<file path="src/rtl/rgb_pkg.sv">
// Shared definitions for the RGB PWM driver: colour codes, display modes
// and the colour-code to R/G/B pin mapping.
package rgb_pkg;

  localparam logic [2:0] CODE_RED     = 3'b000;
  localparam logic [2:0] CODE_YELLOW  = 3'b001;
  localparam logic [2:0] CODE_GREEN   = 3'b010;
  localparam logic [2:0] CODE_CYAN    = 3'b011;
  localparam logic [2:0] CODE_BLUE    = 3'b100;
  localparam logic [2:0] CODE_MAGENTA = 3'b101;
  localparam logic [2:0] CODE_OFF6    = 3'b110;
  localparam logic [2:0] CODE_OFF7    = 3'b111;

  // Mode 2'b11 is reserved and behaves as steady.
  typedef enum logic [1:0] {
    MODE_STEADY  = 2'b00,
    MODE_BLINK   = 2'b01,
    MODE_BREATHE = 2'b10,
    MODE_RSVD    = 2'b11
  } mode_e;

  // Returns {R,G,B} enables for a colour code.
  function automatic logic [2:0] color_rgb(input logic [2:0] code);
    logic [2:0] rgb;
    case (code)
      CODE_RED:     rgb = 3'b100;
      CODE_YELLOW:  rgb = 3'b110;
      CODE_GREEN:   rgb = 3'b010;
      CODE_CYAN:    rgb = 3'b011;
      CODE_BLUE:    rgb = 3'b001;
      CODE_MAGENTA: rgb = 3'b101;
      default:      rgb = 3'b000;
    endcase
    return rgb;
  endfunction

endpackage

</file>
<file path="src/rtl/rgb_pwm_channel.sv">
// One RGB channel: double-buffered settings (shadow/active), effective duty
// selection for steady/blink/breathe, PWM compare and registered pin drive.
module rgb_pwm_channel
  import rgb_pkg::*;
#(
  parameter int PWM_BITS = 8
) (
  input  logic                clk_i,
  input  logic                rst_i,
  input  logic                wr_en_i,
  input  logic [2:0]          wr_code_i,
  input  logic [PWM_BITS-1:0] wr_duty_i,
  input  logic [1:0]          wr_mode_i,
  input  logic                commit_i,
  input  logic [PWM_BITS-1:0] pwm_cnt_i,
  input  logic                blink_phase_i,
  input  logic [PWM_BITS-1:0] breathe_lvl_i,
  output logic                red_o,
  output logic                green_o,
  output logic                blue_o
);

  localparam logic [PWM_BITS-1:0] DUTY_MAX = '1;

  logic [2:0]            shadow_code_q, shadow_code_d;
  logic [PWM_BITS-1:0]   shadow_duty_q, shadow_duty_d;
  logic [1:0]            shadow_mode_q, shadow_mode_d;
  logic [2:0]            active_code_q, active_code_d;
  logic [PWM_BITS-1:0]   active_duty_q, active_duty_d;
  logic [1:0]            active_mode_q, active_mode_d;

  logic [2*PWM_BITS-1:0] breathe_prod;
  logic [PWM_BITS-1:0]   eff_duty;
  logic [2:0]            rgb;
  logic                  on;
  logic                  red_q, green_q, blue_q;
  logic                  red_d, green_d, blue_d;

  // Shadow takes host writes any time; active only changes at the period wrap.
  always_comb begin
    shadow_code_d = shadow_code_q;
    shadow_duty_d = shadow_duty_q;
    shadow_mode_d = shadow_mode_q;
    active_code_d = active_code_q;
    active_duty_d = active_duty_q;
    active_mode_d = active_mode_q;
    if (wr_en_i) begin
      shadow_code_d = wr_code_i;
      shadow_duty_d = wr_duty_i;
      shadow_mode_d = wr_mode_i;
    end
    // Commit copies the pre-write shadow, so a same-cycle write waits a period.
    if (commit_i) begin
      active_code_d = shadow_code_q;
      active_duty_d = shadow_duty_q;
      active_mode_d = shadow_mode_q;
    end
  end

  // Settings registers; reset to "off, duty 0, steady" and drop pending writes.
  always_ff @(posedge clk_i) begin
    if (rst_i) begin
      shadow_code_q <= CODE_OFF6;
      shadow_duty_q <= '0;
      shadow_mode_q <= MODE_STEADY;
      active_code_q <= CODE_OFF6;
      active_duty_q <= '0;
      active_mode_q <= MODE_STEADY;
    end else begin
      shadow_code_q <= shadow_code_d;
      shadow_duty_q <= shadow_duty_d;
      shadow_mode_q <= shadow_mode_d;
      active_code_q <= active_code_d;
      active_duty_q <= active_duty_d;
      active_mode_q <= active_mode_d;
    end
  end

  // Effective duty: breathe scales duty by the shared level at full width.
  always_comb begin
    breathe_prod = {{PWM_BITS{1'b0}}, active_duty_q} * {{PWM_BITS{1'b0}}, breathe_lvl_i};
    eff_duty     = active_duty_q;
    case (mode_e'(active_mode_q))
      MODE_BLINK:   eff_duty = blink_phase_i ? active_duty_q : '0;
      // Full level passes duty through so breathe peaks at the set brightness.
      MODE_BREATHE: eff_duty = (breathe_lvl_i == DUTY_MAX) ? active_duty_q
                                                           : breathe_prod[2*PWM_BITS-1:PWM_BITS];
      default:      eff_duty = active_duty_q;
    endcase
  end

  // PWM compare gated by the colour map.
  always_comb begin
    rgb     = color_rgb(active_code_q);
    on      = (pwm_cnt_i < eff_duty);
    red_d   = on & rgb[2];
    green_d = on & rgb[1];
    blue_d  = on & rgb[0];
  end

  // Registered pins keep the outputs glitch-free.
  always_ff @(posedge clk_i) begin
    if (rst_i) begin
      red_q   <= 1'b0;
      green_q <= 1'b0;
      blue_q  <= 1'b0;
    end else begin
      red_q   <= red_d;
      green_q <= green_d;
      blue_q  <= blue_d;
    end
  end

  assign red_o   = red_q;
  assign green_o = green_q;
  assign blue_o  = blue_q;

endmodule

</file>
<file path="src/rtl/rgb_pwm_driver.sv">
// Multi-channel RGB PWM driver: shared PWM period counter, slow-tick
// prescaler, blink phase and breathe triangle, plus write decode to channels.
module rgb_pwm_driver
  import rgb_pkg::*;
#(
  parameter int N_LEDS   = 2,
  parameter int PWM_BITS = 8,
  parameter int TICK_DIV = 1000000,
  localparam int CH_W    = (N_LEDS > 1) ? $clog2(N_LEDS) : 1
) (
  input  logic                clk,
  input  logic                rst,
  input  logic                wr_en,
  input  logic [CH_W-1:0]     wr_ch,
  input  logic [2:0]          wr_code,
  input  logic [PWM_BITS-1:0] wr_duty,
  input  logic [1:0]          wr_mode,
  output logic [N_LEDS-1:0]   red,
  output logic [N_LEDS-1:0]   green,
  output logic [N_LEDS-1:0]   blue,
  output logic                period_start
);

  localparam int                  MAX_I    = (1 << PWM_BITS) - 1;
  localparam logic [PWM_BITS-1:0] LVL_MAX  = '1;
  localparam logic [PWM_BITS-1:0] CNT_LAST = PWM_BITS'(MAX_I - 1);
  localparam int                  PRE_W    = $clog2(TICK_DIV);
  localparam logic [PRE_W-1:0]    PRE_LAST = PRE_W'(TICK_DIV - 1);

  logic [PWM_BITS-1:0] pwm_cnt_q, pwm_cnt_d;
  logic [PRE_W-1:0]    prescaler_q, prescaler_d;
  logic                blink_phase_q, blink_phase_d;
  logic [PWM_BITS-1:0] breathe_lvl_q, breathe_lvl_d;
  logic                breathe_up_q, breathe_up_d;
  logic                period_start_q, period_start_d;
  logic                commit;
  logic                tick;
  logic [N_LEDS-1:0]   wr_sel;

  assign commit = (pwm_cnt_q == CNT_LAST);
  assign tick   = (prescaler_q == PRE_LAST);

  // Period counter runs 0..MAX-1; the pulse marks the cycle pins show slot 0.
  always_comb begin
    pwm_cnt_d      = commit ? '0 : pwm_cnt_q + 1'b1;
    period_start_d = (pwm_cnt_q == '0);
  end

  // Slow tick drives the blink toggle and the breathe triangle 0..MAX..0.
  always_comb begin
    prescaler_d   = tick ? '0 : prescaler_q + 1'b1;
    blink_phase_d = blink_phase_q;
    breathe_lvl_d = breathe_lvl_q;
    breathe_up_d  = breathe_up_q;
    if (tick) begin
      blink_phase_d = ~blink_phase_q;
      if (breathe_up_q) begin
        breathe_lvl_d = breathe_lvl_q + 1'b1;
        if (breathe_lvl_q == LVL_MAX - 1'b1) breathe_up_d = 1'b0;
      end else begin
        breathe_lvl_d = breathe_lvl_q - 1'b1;
        if (breathe_lvl_q == PWM_BITS'(1)) breathe_up_d = 1'b1;
      end
    end
  end

  // Timing state registers.
  always_ff @(posedge clk) begin
    if (rst) begin
      pwm_cnt_q      <= '0;
      prescaler_q    <= '0;
      blink_phase_q  <= 1'b1;
      breathe_lvl_q  <= '0;
      breathe_up_q   <= 1'b1;
      period_start_q <= 1'b0;
    end else begin
      pwm_cnt_q      <= pwm_cnt_d;
      prescaler_q    <= prescaler_d;
      blink_phase_q  <= blink_phase_d;
      breathe_lvl_q  <= breathe_lvl_d;
      breathe_up_q   <= breathe_up_d;
      period_start_q <= period_start_d;
    end
  end

  assign period_start = period_start_q;

  for (genvar i = 0; i < N_LEDS; i++) begin : g_ch
    // Out-of-range channel indices select nothing.
    assign wr_sel[i] = wr_en && (int'(wr_ch) == i);

    rgb_pwm_channel #(
      .PWM_BITS (PWM_BITS)
    ) u_ch (
      .clk_i         (clk),
      .rst_i         (rst),
      .wr_en_i       (wr_sel[i]),
      .wr_code_i     (wr_code),
      .wr_duty_i     (wr_duty),
      .wr_mode_i     (wr_mode),
      .commit_i      (commit),
      .pwm_cnt_i     (pwm_cnt_q),
      .blink_phase_i (blink_phase_q),
      .breathe_lvl_i (breathe_lvl_q),
      .red_o         (red[i]),
      .green_o       (green[i]),
      .blue_o        (blue[i])
    );
  end

endmodule

</file>
<file path="config.mk">
export PLATFORM = sky130hd
export DESIGN_NAME = rgb_pwm_driver
export DESIGN_NICKNAME = d
export VERILOG_FILES = /design/src/rtl/rgb_pkg.sv /design/src/rtl/rgb_pwm_channel.sv /design/src/rtl/rgb_pwm_driver.sv
export SDC_FILE = /design/constraint.sdc
export NUM_CORES = 1
export LEC_CHECK = 0
export CAP_MARGIN = 30
export CORE_MARGIN = 2
export CORE_UTILIZATION = 45
export CTS_CLUSTER_SIZE = 8
export DETAILED_ROUTE_END_ITERATION = 10
export MAX_ROUTING_LAYER = met4
export PLACE_DENSITY = 0.64
export SYNTH_ARGS = -nofsm -noshare
export SYNTH_HDL_FRONTEND = slang
export SYNTH_SLANG_ARGS = --single-unit
export TNS_END_PERCENT = 5
</file>
<file path="constraint.sdc">
create_clock -name clk -period 12 [get_ports clk]
set_clock_uncertainty 0.2 [all_clocks]
set_input_delay 1.2 -clock clk [delete_from_list [all_inputs] [get_ports clk]]
set_output_delay 1.2 -clock clk [all_outputs]
set_load 0.01 [all_outputs]
</file>
==> qor_table.md, run 1 <==
| Result | Reported | Unit |
| --- | --- | --- |
| DR DRC count | 0 | - |
| Count of hold buffers inserted by post-cts repair | 0 | - |
| Post-Route Hold Slack | 242 | ps |
| Area taken by multi-input logic gates | 5790 | µm² |
| Die width | 140 | µm |
| TritonCTS clock tree | yes | - |
| Area of placed instances | 8670 | µm² |
| Primary FF master, synth | dfxtp_1 | - |
| Leading cell type in the layout, fill and taps excluded | nand2_1 | - |
| CTS max path bufs | 2 | - |
| Critical path fanouts, max | 22 | - |
| Area delta synth->final | 7.08 | % |
| WL final | 17100 | µm |
| Top cell by count, worst path | fa_1 | - |
| Average cell area after synthesis | 8.48 | µm² |
| Mapped Area | 8360 | µm² |
| Slowest cell on the critical path | dfxtp_1 | - |
| Flip-flop and latch count after synthesis | 97 | - |
| Crit-path max cell delay | 810 | ps |
| Post-layout minimum cycle time | 6520 | ps |
| Detail-routed via count per cell | 5.10 | - |
| Die extent in y | 140 | µm |
| Quantity of I/O buffers inserted on ports | 23 | - |
| Post-CTS Setup Repair Bufs | 0 | - |
| Max-cap check violation count | 0 | - |
| Total die area | 19700 | µm² |
| Placer Congestion | 0.794 | - |
| I/O pin count | 24 | - |
| Global router's overall resource usage | 18.9 | % |
| Cell chosen for the clock root | clkbuf_16 | - |
| Series of cell instances along the critical path | nand2_1, fa_1, fa_1, inv_1, fa_1, inv_1, fa_1, inv_1, ha_1, a21oi_1, o211ai_1, o211a_1, o21ai_0, or3b_2, a32oi_1, ha_1, a21o_1, a21oi_1, o21ai_0, a2111oi_2, nor3b_2 | - |
| Areal power density over the cells | 73.4 | nW/µm² |
| Highest attainable clock frequency | 153 | MHz |
| Transition time at the pin with the least slew margin | 1010 | ps |
| Ys async rst share | 0 | % |
| Filler cells | 1759 | - |
| Via count of the first global-routing pass | 6130 | - |
| Number of cell rows | 49 | - |
| Number of gates resized after CTS | 0 | - |
| Initial standard-cell utilization of the core | 46.2 | % |
| Number of warning messages in the yosys log | 0 | - |
| Crit path launch type | flip-flop | - |
| Routed wire per std cell | 14.2 | µm |
| Post-Layout Inst Area | 8950 | µm² |
| Clock edge transition at the registers on the reported setup and hold paths | 90 | ps |
| Seq. cell area | 1940 | µm² |
| Residual antenna-violating net count after detailed routing | 0 | - |
| Number of buffers created by CTS | 9 | - |
| Flop-to-flop setup slack | 5480 | ps |
| Tightest slew margin relative to the limit | 32.4 | % |
| Post-synthesis net count | 1165 | - |
| Worst setup path category | flip-flop to flip-flop | - |
| CP arrival | 6600 | ps |
| Result of the run | completed | - |
| Hold violation total from the final report | 0 | - |
| Crit path max-delay family | adder cells | - |
| Fin. max-slew vios | 0 | - |
| Initial drt markers | 284 | - |
| Critical path endpoint category | flip-flop | - |
| Number of instances in the synthesized netlist | 986 | - |
| Type of the most critical hold path | flip-flop to flip-flop | - |
| Worst-case vdd ir drop | 0.0808 | mV |
| Number of iterations in the first detailed-routing pass | 4 | - |
| RSZ-0062 raised after global routing | no | - |
| Req. time, crit path | 12080 | ps |
| Number of vias after detailed routing | 6141 | - |
| Share of the yosys chip area belonging to registers | 23.2 | % |
| CTS Sinks | 97 | - |
| Count of inserted antenna diode cells | 0 | - |
| Distinct cell type count of the synthesized netlist | 60 | - |
| Setup TNS | 0 | ps |
| Floorplan core area | 18100 | µm² |
| Placed wire-length estimate after detailed placement | 12700 | µm |
| H-Tree Depth | 3 | - |
| Number of antenna violations at the first check in global routing | 0 | - |
| Ratio of cells with drive above 1 in the final layout | 3.89 | % |
| Share of the clock period used by the worst path | 54.3 | % |
| EDFF count, synth | 0 | - |
| Global-route wire length before repair | 29500 | µm |
| Final setup viols | 0 | - |
| Latest clock arrival within the worst-skew pair | 360 | ps |
| Leak Pwr | 4.04 | nW |
| Number of nets in the finished design | 1150 | - |
| Highest-count cells in the layout ignoring fill and taps | 148 x nand2_1, 108 x inv_1, 106 x and2_1 | - |
| Global-route congestion overflow total | 0 | - |
| Maximum number of pins on one net before global-route repair | 68 | - |
| Buffers plus inverters on the worst setup path | 3 | - |
flip-flops by register name, summed over array words and instances (netlist names):
signal                   cells
g_ch.u_ch.shadow_duty_q     16
breathe_lvl_q                8
breathe_up_q                 1
g_ch.u_ch.active_mode_q      4
pwm_cnt_q                    8
blink_phase_q                1
g_ch.u_ch.shadow_code_q      6
g_ch.u_ch.blue_o             2
g_ch.u_ch.active_code_q      6
g_ch.u_ch.shadow_mode_q      4
g_ch.u_ch.active_duty_q     16
g_ch.u_ch.green_o            2
period_start                 1
prescaler_q                 20
g_ch.u_ch.red_o              2
tightest hold or removal path, delay by kind of cell, from the launching register on:
kind	cells	cell delay (ps)
DFF	1	310
AOI/OAI and AO/OA	1	50
and+or+nand+nor	1	50
logic make-up after synthesis:
logic type                 Yosys count  synth area share [%]
xor gates and xnor gates            43                  4.50
and+or+nand+nor                    402                  24.8
AOI/OAI and AO/OA                  119                  8.87
adders and majority gates          162                  30.5
muxes                                4                 0.494
DFF                                 97                  23.2
buffers and inverters              159                  7.60
worst paths after layout:
| check | start | to | cells after the start |
|---|---|---|---|
| worst max-delay path | breathe_lvl_q[5] | g_ch[0].u_ch.red_o | 21 |
| worst min-delay path | g_ch[1].u_ch.shadow_duty_q[7] | g_ch[1].u_ch.active_duty_q[7] | 2 |
| worst max register to register | breathe_lvl_q[5] | g_ch[0].u_ch.red_o | 21 |
| worst min register to register | g_ch[1].u_ch.shadow_duty_q[7] | g_ch[1].u_ch.active_duty_q[7] | 2 |
cell usage after synthesis, drive strengths merged, types with 2 or more instances:
cell type | count | share of area (%)
buf | 18 | 1.3
fa | 70 | 17
and3 | 5 | 0.37
or2 | 2 | 0.15
nor2b | 6 | 0.45
nor3b | 7 | 0.94
nor2 | 61 | 2.8
nor4b | 4 | 0.42
a21o | 5 | 0.45
and2 | 106 | 7.9
or3 | 4 | 0.30
nand3b | 8 | 0.72
clkbuf | 33 | 1.5
nand4 | 11 | 1.0
nand2b | 4 | 0.30
a21oi | 66 | 4.0
mux2i | 3 | 0.36
nand2 | 148 | 6.6
ha | 92 | 14
nand4b | 4 | 0.42
nor3 | 6 | 0.36
dfxtp | 97 | 23
nor4 | 4 | 0.37
nand3 | 18 | 1.1
xor2 | 18 | 1.9
inv | 108 | 4.8
a32oi | 3 | 0.31
o21a | 3 | 0.27
a31oi | 2 | 0.15
o211ai | 2 | 0.18
xnor2 | 25 | 2.6
a2111oi | 2 | 0.36
o21ai | 18 | 1.1
a22oi | 9 | 0.81
per-layer routing:
layer  wire length [µm]  GRT usage (%)
met1               8730           25.8
met2               7730           30.1
met3                375           2.60
met4                217           4.52
met5                  0              -
where the power goes:
| part | internal, W | switching, W | total (W) |
|---|---|---|---|
| logic | 0.0000145 | 0.0000177 | 0.0000321 |
| clock network | 0.000145 | 0.000147 | 0.000292 |
| registers | 0.000328 | 0.00000482 | 0.000333 |
| total | 0.000488 | 0.000169 | 0.000657 |
metrics by stage:
step / std cells / setup WS, ps / power (W) / utilization, %
4_1_cts: 1205 / 5500 / 0.000667 / 49.5
3_5_place_dp: 1189 / 5500 / 0.000373 / 47.9
2_1_floorplan: 986 / 5870 / 0.000360 / -
6_report: 1205 / 5480 / 0.000657 / 49.5
3_3_place_gp: 1189 / 5640 / 0.000373 / 47.9
5_1_grt: 1205 / 5120 / 0.000683 / 49.5
area by class of cell:
cell class	instances	area share, %
Multi-Input combinational cell	730	64.7
Sequential cell	97	21.7
Timing Repair Buffer	25	2.68
Clock inverter	7	0.685
Tap cell	229	3.20
Inverter	108	4.53
Clock buffer	9	2.52
(Power assumes the default switching activity.)
==> run 2: changes to the inputs <==
--- a/config.mk
+++ b/config.mk
@@ -11,7 +11,7 @@
 export CTS_CLUSTER_SIZE = 8
 export DETAILED_ROUTE_END_ITERATION = 10
 export MAX_ROUTING_LAYER = met4
-export PLACE_DENSITY = 0.64
+export PLACE_DENSITY = 0.67
 export SYNTH_ARGS = -nofsm -noshare
 export SYNTH_HDL_FRONTEND = slang
 export SYNTH_SLANG_ARGS = --single-unit
==> constraint.sdc (replaced) <==
create_clock -name clk -period 5.55 [get_ports clk]
set_clock_uncertainty 0.2 [all_clocks]
set_input_delay 0.555 -clock clk [delete_from_list [all_inputs] [get_ports clk]]
set_output_delay 0.555 -clock clk [all_outputs]
set_load 0.01 [all_outputs]
==> run 2 against run 1 <==
  * The flow now finishes with violations (setup timing)
  * Combinational power increased by 130%
  * Wire length rose by 6.4%
  * Register-to-register slack worse by 5600 ps
  * Critical path depth up 2
  * First-iteration DRC count fell by 14%
  * Critical path type unchanged
==> qor_table.md, run 2 (same netlist as run 1, synthesis figures left out) <==
| Result | Reported | Unit |
| --- | --- | --- |
| Source of the worst hold timing path | g_ch[0].u_ch.shadow_code_q[0] | - |
| Die extent in y | 140 | µm |
| Initial standard-cell utilization of the core | 46.2 | % |
| Final setup viols | 5 | - |
| Max reg flops | 20 | - |
| RSZ-0062 raised after global routing | yes | - |
| Worst setup slack after layout | -91.9 | ps |
| Clock edge transition at the registers on the reported setup and hold paths | 70 | ps |
| Highest attainable clock frequency | 177 | MHz |
| Leak Pwr | 4.43 | nW |
| Areal power density over the cells | 143 | nW/µm² |
| Post-Layout Inst Area | 9760 | µm² |
| Slowest cell on the critical path | fa_1 | - |
| Area of placed instances | 9190 | µm² |
| FF-to-FF Start | breathe_lvl_q[2] | - |
| Count of inserted antenna diode cells | 0 | - |
| Quantity of I/O buffers inserted on ports | 23 | - |
| TritonCTS clock tree | yes | - |
| Ratio of cells with drive above 1 in the final layout | 14.9 | % |
| Area delta synth->final | 16.8 | % |
| Worst setup path category | flip-flop to flip-flop | - |
| Max-cap check violation count | 0 | - |
| I/O pin count | 24 | - |
| Seq. cell area | 1970 | µm² |
| Global-route congestion overflow total | 0 | - |
| Number of vias after detailed routing | 6583 | - |
| Highest-count cells in the layout ignoring fill and taps | 146 x nand2_1, 106 x inv_1, 105 x and2_1 | - |
| Reg-to-reg critical path endpoint | g_ch[0].u_ch.green_o | - |
| Req. time, crit path | 5640 | ps |
| Register with the highest flop count | prescaler_q | - |
| CTS Sinks | 97 | - |
| Number of cell rows | 49 | - |
| CP arrival | 5730 | ps |
| Tightest slew margin relative to the limit | 41.9 | % |
| Hold violation total from the final report | 0 | - |
| Die width | 140 | µm |
| Global router's overall resource usage | 20.3 | % |
| Via count of the first global-routing pass | 6653 | - |
| Total die area | 19700 | µm² |
| Total power of the final layout | 0.00139 | W |
| Worst Hold Path EP | g_ch[0].u_ch.active_code_q[0] | - |
| Flop-to-flop setup slack | -90 | ps |
| Residual antenna-violating net count after detailed routing | 0 | - |
| Transition time at the pin with the least slew margin | 870 | ps |
| DR DRC count | 0 | - |
| Maximum number of pins on one net before global-route repair | 44 | - |
| Crit path max-delay family | adder cells | - |
| Placed wire-length estimate after detailed placement | 13900 | µm |
| Instance count along the most critical hold path | 2 | - |
| Type of the most critical hold path | flip-flop to flip-flop | - |
| Series of cell instances along the critical path | buf_12, buf_4, and2_1, fa_1, fa_1, fa_1, inv_1, fa_1, inv_1, ha_4, a21oi_1, nor2b_2, a21oi_4, buf_4, buf_4, nor3b_1, nor3b_1, a21oi_1, ha_1, nand3_1, nor2_2, a2111oi_4, nor3b_2 | - |
| Critical path endpoint category | flip-flop | - |
| Placer Congestion | 0.847 | - |
| Buffers plus inverters on the worst setup path | 6 | - |
| Worst reg-to-reg path cell count | 23 | - |
| Critical path fanouts, max | 5 | - |
| Crit-path max cell delay | 530 | ps |
| Area taken by multi-input logic gates | 5990 | µm² |
| Number of nets in the finished design | 1222 | - |
| Post-Layout Cell Count | 1277 | - |
| Crit path launch type | flip-flop | - |
| Share of the clock period used by the worst path | 102 | % |
| Largest registers | prescaler_q (20), g_ch.u_ch.active_duty_q (16), g_ch.u_ch.shadow_duty_q (16) | - |
| Routed wire per std cell | 14.2 | µm |
| Cell chosen for the clock root | clkbuf_16 | - |
| Count of hold buffers inserted by post-cts repair | 0 | - |
| CTS max path bufs | 2 | - |
| Floorplan core area | 18100 | µm² |
| Violated checks | setup timing | - |
| Worst-case vdd ir drop | 0.187 | mV |
| Initial drt markers | 245 | - |
| Number of instances in the placed design | 1250 | - |
| Number of buffers created by CTS | 9 | - |
| Fin. max-slew vios | 0 | - |
| Number of iterations in the first detailed-routing pass | 6 | - |
| WL final | 18200 | µm |
| Leading cell type in the layout, fill and taps excluded | nand2_1 | - |
| Post-layout minimum cycle time | 5640 | ps |
| Detail-routed via count per cell | 5.16 | - |
| H-Tree Depth | 3 | - |
| Post-Route Hold Slack | 254 | ps |
| Number of antenna violations at the first check in global routing | 0 | - |
| Latest clock arrival within the worst-skew pair | 350 | ps |
| Top cell by count, worst path | fa_1 | - |
| Filler cells | 1658 | - |
| Result of the run | finished, violations left | - |
| Global-route wire length before repair | 31700 | µm |
==> run 2: changes by cell type in the layout (fill, tap and decap cells not counted), sizes merged <==
cell and delta:
buf +72, inv +1, clkinv -1
==> run 2: cell type report <==
class                           instances  area share (%)
Clock inverter                          7           0.602
Multi-Input combinational cell        730            61.4
Tap cell                              229            2.93
Timing Repair Buffer                   97            8.42
Inverter                              108            4.15
Clock buffer                            9            2.31
Sequential cell                        97            20.2
==> run 2: what timing repair did <==
action / 4_1_cts / 5_1_grt
endpoints found under the hold margin: 0 / 0
buffers inserted: 11 / 0
endpoints found under the setup margin: 6 / 6
pin swaps: 45 / 2
resized for setup: 43 / 9
==> run 2: worst min-delay path, cell delays in order, from the launching register on <==
cell and delay [ps]:
dfxtp_1 310, nand2_1 50, a21oi_1 50
==> run 2: routing by layer <==
metal | GRT usage [%] | share of wire, % | vias up
met3 | 2.15 | 3.3 | 20
met5 | - | 0 | -
met4 | 6.33 | 1.8 | 0
met1 | 26.9 | 47 | 3172
li1 | - | - | 3290
met2 | 32.9 | 48 | 101
==> run 2: per-stage QoR <==
stage | setup slack [ps] | utilization, % | setup TNS [ps]
floorplan | -23.5 | - | -47.0
global placement | -264 | 50.8 | -1370
detailed placement | -472 | 50.8 | -2090
CTS | -45.9 | 53.8 | -190
global route | -378 | 54.0 | -1840
finish | -91.9 | 54.0 | -255
==> run 2: power by group <==
| part | switching [W] | total, W | internal (W) | leakage [nW] |
|---|---|---|---|---|
| Combinational | 0.0000413 | 0.0000754 | 0.0000341 | 3.50 |
| Clock | 0.000289 | 0.000601 | 0.000312 | 0.139 |
| Sequential | 0.0000107 | 0.000717 | 0.000706 | 0.794 |
| Total | 0.000341 | 0.00139 | 0.00105 | 4.43 |
==> run 2: worst max path at each step <==
stage	start	endpoint	depth (start not counted)
2_1_floorplan	breathe_lvl_q[7]	g_ch[1].u_ch.green_o	21
3_3_place_gp	breathe_lvl_q[4]	g_ch[1].u_ch.red_o	21
3_5_place_dp	breathe_lvl_q[4]	g_ch[1].u_ch.red_o	21
4_1_cts	breathe_lvl_q[5]	g_ch[1].u_ch.red_o	21
5_1_grt	breathe_lvl_q[2]	g_ch[0].u_ch.red_o	24
6_report	breathe_lvl_q[2]	g_ch[0].u_ch.green_o	23
